File: src/rtl/cpu_sequencer.sv
// Multi-cycle CPU control sequencer: FETCH/DECODE/EXECUTE/MEMORY/WRITEBACK with trap and halt handling.
// Optional retired-instruction counter enabled by defining CPU_SEQ_INSTRET_EN.
module cpu_sequencer #(
    parameter int MEM_TIMEOUT = 16,
    parameter int INSTRET_W   = 32
) (
    input  logic                 clk,
    input  logic                 rst,
    input  logic [6:0]           opcode,
    input  logic                 instr_valid,
    input  logic                 mem_done,
    input  logic                 mem_err,
    input  logic                 halt_req,
    output logic [2:0]           stage,
    output logic                 mem_start,
    output logic                 mem_fetch,
    output logic                 mem_we,
    output logic                 ir_en,
    output logic                 pc_en,
    output logic                 rf_we,
    output logic                 trap,
    output logic [1:0]           trap_cause,
    output logic                 halted,
    output logic [INSTRET_W-1:0] instret
);

    typedef enum logic [2:0] {
        ST_FETCH     = 3'd0,
        ST_DECODE    = 3'd1,
        ST_EXECUTE   = 3'd2,
        ST_MEMORY    = 3'd3,
        ST_WRITEBACK = 3'd4,
        ST_TRAP      = 3'd5,
        ST_HALT      = 3'd6
    } state_t;

    localparam logic [6:0] OP_LOAD   = 7'b0000011;
    localparam logic [6:0] OP_STORE  = 7'b0100011;
    localparam logic [6:0] OP_BRANCH = 7'b1100011;
    localparam int TO_W = (MEM_TIMEOUT > 1) ? $clog2(MEM_TIMEOUT + 1) : 1;

    state_t          state_reg, state_next;
    logic            pending_reg, pending_next;
    logic            mem_start_reg;
    logic [TO_W-1:0] to_cnt_reg, to_cnt_next;
    logic [1:0]      cause_reg, cause_next;
    logic            waiting, accept, timeout_hit;
    logic            is_load, is_store, is_branch;

    assign is_load   = (opcode == OP_LOAD);
    assign is_store  = (opcode == OP_STORE);
    assign is_branch = (opcode == OP_BRANCH);

    // A response only counts once the request pulse has gone out, so stale
    // completions from an abandoned access can never be mistaken for ours.
    assign waiting     = ((state_reg == ST_FETCH) || (state_reg == ST_MEMORY))
                         && !pending_reg && !mem_start_reg;
    assign accept      = waiting && mem_done;
    assign timeout_hit = (MEM_TIMEOUT != 0) && waiting
                         && (to_cnt_reg == TO_W'(MEM_TIMEOUT - 1));

    always_comb begin
        state_next = state_reg;
        cause_next = cause_reg;
        mem_fetch  = 1'b0;
        mem_we     = 1'b0;
        ir_en      = 1'b0;
        pc_en      = 1'b0;
        rf_we      = 1'b0;
        trap       = 1'b0;
        halted     = 1'b0;
        case (state_reg)
            ST_FETCH: begin
                mem_fetch = 1'b1;
                if (accept) begin
                    if (mem_err) begin
                        state_next = ST_TRAP;
                        cause_next = 2'd1;
                    end else begin
                        ir_en      = 1'b1;
                        state_next = ST_DECODE;
                    end
                end else if (timeout_hit) begin
                    state_next = ST_TRAP;
                    cause_next = 2'd2;
                end
            end
            ST_DECODE: begin
                if (!instr_valid) begin
                    state_next = ST_TRAP;
                    cause_next = 2'd0;
                end else begin
                    state_next = ST_EXECUTE;
                end
            end
            ST_EXECUTE: begin
                state_next = (is_load || is_store) ? ST_MEMORY : ST_WRITEBACK;
            end
            ST_MEMORY: begin
                mem_we = is_store;
                if (accept) begin
                    if (mem_err) begin
                        state_next = ST_TRAP;
                        cause_next = 2'd1;
                    end else begin
                        state_next = ST_WRITEBACK;
                    end
                end else if (timeout_hit) begin
                    state_next = ST_TRAP;
                    cause_next = 2'd2;
                end
            end
            ST_WRITEBACK: begin
                pc_en      = 1'b1;
                rf_we      = !(is_store || is_branch);
                state_next = halt_req ? ST_HALT : ST_FETCH;
            end
            ST_TRAP: begin
                trap       = 1'b1;
                pc_en      = 1'b1;
                state_next = halt_req ? ST_HALT : ST_FETCH;
            end
            ST_HALT: begin
                halted = 1'b1;
                if (!halt_req) state_next = ST_FETCH;
            end
            default: state_next = ST_FETCH;
        endcase

        pending_next = (state_next != state_reg)
                       && ((state_next == ST_FETCH) || (state_next == ST_MEMORY));

        to_cnt_next = to_cnt_reg;
        if (mem_start_reg)
            to_cnt_next = '0;
        else if (waiting)
            to_cnt_next = to_cnt_reg + TO_W'(1);
    end

    always_ff @(posedge clk or negedge rst) begin
        if (!rst) begin
            state_reg     <= ST_FETCH;
            pending_reg   <= 1'b1;
            mem_start_reg <= 1'b0;
            to_cnt_reg    <= '0;
            cause_reg     <= 2'd0;
        end else begin
            state_reg     <= state_next;
            pending_reg   <= pending_next;
            mem_start_reg <= pending_reg;
            to_cnt_reg    <= to_cnt_next;
            cause_reg     <= cause_next;
        end
    end

    assign stage      = state_reg;
    assign mem_start  = mem_start_reg;
    assign trap_cause = cause_reg;

`ifdef CPU_SEQ_INSTRET_EN
    logic [INSTRET_W-1:0] instret_reg;

    always_ff @(posedge clk or negedge rst) begin
        if (!rst)
            instret_reg <= '0;
        else if (state_reg == ST_WRITEBACK)
            instret_reg <= instret_reg + INSTRET_W'(1);
    end

    assign instret = instret_reg;
`else
    assign instret = '0;
`endif

endmodule
File: config.mk
export PLATFORM = sky130hd
export DESIGN_NAME = cpu_sequencer
export DESIGN_NICKNAME = d
export VERILOG_FILES = /design/src/rtl/cpu_sequencer.sv
export SDC_FILE = /design/constraint.sdc
export NUM_CORES = 1
export LEC_CHECK = 0
export BUFFER_PORTS_ARGS = -buffer_cell sky130_fd_sc_hd__clkbuf_2
export CAP_MARGIN = 15
export CORE_ASPECT_RATIO = 0.9
export CORE_MARGIN = 2
export CORE_UTILIZATION = 44
export DETAILED_ROUTE_END_ITERATION = 8
export GPL_TIMING_DRIVEN = 0
export PLACE_DENSITY_LB_ADDON = 0.08
export SLEW_MARGIN = 30
export SYNTH_ARGS = -nofsm -noshare
export SYNTH_HDL_FRONTEND = slang
export SYNTH_SLANG_ARGS = --single-unit
File: constraint.sdc
create_clock -name clk -period 1.8 [get_ports clk]
set_input_delay 0.45 -clock clk [delete_from_list [all_inputs] [get_ports clk]]
set_output_delay 0.45 -clock clk [all_outputs]
set_load 0.03 [all_outputs]
==> results.json <==
{
  "grt_pass1_wl_mm": 4.24,
  "status": "complete, but fails checks",
  "place_congestion": 0.876,
  "regToRegEndpoint": "stage[2]",
  "crit_slowest_cell": "or3b_4",
  "startpoint_type": "flop",
  "p_leak_nw": 0.920,
  "end_kind": "primary output",
  "drv_slew": 0,
  "finalCriticalPeriod_ns": 2.06,
  "design_area_sq_um": 1760,
  "synth_ff_type": "dfrtp_1",
  "crit_buf_inv": 1,
  "ys_seq_area_frac": 0.282,
  "multiInputGateArea_sq_um": 687,
  "syn-cell-area_sq_um": 1070,
  "grt_pass1_vias": 947,
  "coreArea_sq_um": 2240,
  "cts_max_level": 1,
  "clock-sinks": 12,
  "crit_cells": 4,
  "detail-route-antenna-nets": 0,
  "yosysWarnings": 0,
  "path_max_fanout": 5,
  "required_ns": 1.35,
  "path_class": "reg -> out",
  "fillers": 154,
  "reg2reg_setup_slack_ns": 0.06,
  "avgSynthCellArea_sq_um": 8.62,
  "vdd_drop_max_mv": 0.988,
  "hold_buffers": 0,
  "fin_crit_sh": 1.15,
  "timing.final.ws_setup_ns": -0.264,
  "path_clk_slew_ns": 0.08,
  "fin_skew_ns": 0.0101,
  "synth_edf_count": 0,
  "grt_use_total": 0.196,
  "syn_inst": 124,
  "r2r-start": "stage[1]",
  "critPathCapture": "ir_en",
  "dr.pass1.iters": 4,
  "layout.area.seq_sq_um": 307,
  "fp-row-count": 16,
  "timing.fmax_ghz": 0.485,
  "die_w_um": 55.9,
  "largest_register_ffs": 5,
  "die_h_um": 50.8,
  "cp-startpoint": "pending_reg",
  "synth_cell_types": 42,
  "place_hpwl_mm": 1.79,
  "crit_chain": "or3b_4 > nor4_4 > a21boi_4 > buf_8",
  "violations": "negative setup slack",
  "drc": 0,
  "worstPathArrival_ns": 1.61,
  "cts_tree": "built",
  "rr_worst_depth": 6,
  "initial_core_util": 0.477,
  "area_growth_pct": 64.5,
  "vias": 1073,
  "cts-buffers-inserted": 3,
  "ios": 58,
  "grt_max_degree": 13,
  "post_drt_wl_per_cell_um": 13.6,
  "cts_buffer_depth": 2,
  "ys_async_sr_fraction": 1.00,
  "p_total_w": 0.00258,
  "max_stage_delay_ns": 0.42,
  "antennaDiodeCount": 0,
  "portBuffers": 25,
  "vias_per_cell": 4.61,
  "setup_violations": 4,
  "drtIter0Drc": 8,
  "clk_latency_ns": 0.28,
  "cp_top_family": "simple AND/OR/NAND/NOR gates",
  "root_buffer": "clkbuf_4",
  "rsz0062_at_grt": "yes",
  "overflow": 0,
  "grt_antenna_before_repair": 0,
  "max_cap_viol_count": 0,
  "finalWirelength_mm": 3.17,
  "min_path_type": "in -> async",
  "synth_seq_cells": 12,
  "p_per_area_nw_per_um2": 1470,
  "post_dp_cell_area_sq_um": 1390,
  "hold_viol_final": 0,
  "drive_gt1_frac": 0.544,
  "die-area_sq_um": 2840,
  "nNetsFinal": 222,
  "holdWs_ns": 0.0440
}
[cells by family (layout without fill, tap and decap cells)]
group,after synthesis,in the layout,share of synthesized area
AOI/OAI and AO/OA,16,16,0.104
xor gates and xnor gates,5,5,0.0480
adders and majority gates,2,2,0.0234
buffers and inverters,40,91,0.270
DFF,12,12,0.282
muxes,1,1,0.00937
other,1,32,0.00351
and+or+nand+nor,47,47,0.259
[power by group]
part / switching, W / leakage, nW / internal, W
sequential: 0.000111 / 0.144 / 0.000389
combinational: 0.000990 / 0.760 / 0.000906
clock: 0.0000942 / 0.0150 / 0.0000861
[through the flow]
step           TNS, ns  worst slack [ns]  instances   util
2_1_floorplan   -0.333            -0.181        155      -
3_3_place_gp    -0.460            -0.246        207  0.618
3_5_place_dp    -0.453            -0.241        207  0.618
4_1_cts         -0.536            -0.424        221  0.708
5_1_grt         -0.729            -0.316        233  0.784
6_report        -0.424            -0.264        233  0.784
[worst reg2reg max path, delay by kind of cell, from the launching register on]
kind,cells,cell delay [ns]
XOR/XNOR,1,0.28
buffers and inverters,2,0.29
flip-flops,1,0.47
AND/OR/NAND/NOR,3,0.63
[Yosys cell counts, types with 3 or more instances]
library cell	number	area share
nand2_1	10	0.035
nor2_1	10	0.035
buf_4	32	0.22
xnor2_1	3	0.025
nand3_1	3	0.014
buf_2	3	0.014
o21ai_0	4	0.019
inv_1	3	0.011
dfrtp_1	11	0.26
nor3_1	5	0.023
[layout make-up]
class                           count  area share
Multi-Input combinational cell    103       0.391
Tap cell                           27      0.0192
Clock buffer                        4      0.0149
Buffer                             35       0.160
Sequential cell                    12       0.174
Timing Repair Buffer               49       0.232
Inverter                            3     0.00854
[worst min-delay path by stage]
stage                     start       endpoint  slack (ns)  cells past startpoint
final                       rst  to_cnt_reg[1]        0.04                      1
after global routing        rst  to_cnt_reg[1]        0.05                      1
after CTS                   rst  to_cnt_reg[4]        0.05                      1
after detailed placement    rst  to_cnt_reg[4]        0.36                      1
after global placement      rst  to_cnt_reg[4]        0.35                      1
after floorplan             rst      mem_start        0.15                      0
[per-layer routing]
layer | up-vias | share of wire | GRT usage
met5 | - | 0 | 0
met4 | 0 | 0.033 | 0.0714
met3 | 13 | 0.071 | 0.0644
met2 | 47 | 0.54 | 0.357
met1 | 490 | 0.35 | 0.214
li1 | 523 | - | -
[layout by cell type (no fill, tap or decap), types with 2 or more instances in the layout]
cell | netlist | routed
and2_4 | 0 | 2
nor2b_4 | 0 | 2
o21ai_0 | 4 | 4
buf_4 | 32 | 49
buf_6 | 2 | 7
dfrtp_2 | 0 | 4
buf_8 | 0 | 5
or3b_4 | 2 | 2
or3_1 | 2 | 2
nor3_1 | 5 | 4
nor2_4 | 1 | 2
clkbuf_8 | 0 | 2
clkbuf_4 | 0 | 3
dfrtp_1 | 11 | 7
nand2_1 | 10 | 10
xnor2_1 | 3 | 3
inv_1 | 3 | 2
nor2_1 | 10 | 9
a2bb2oi_1 | 2 | 2
conb_1 | 1 | 32
clkbuf_2 | 0 | 19
nand3_1 | 3 | 3
[what timing repair did]
| item | in CTS | in global routing |
|---|---|---|
| pin swaps | 4 | 8 |
| endpoints found under the setup margin | 6 | 10 |
| buffers inserted | 12 | 11 |
| gates cloned | 0 | 1 |
| gates resized for setup | 23 | 19 |
Power figures use the tool's default switching activity.
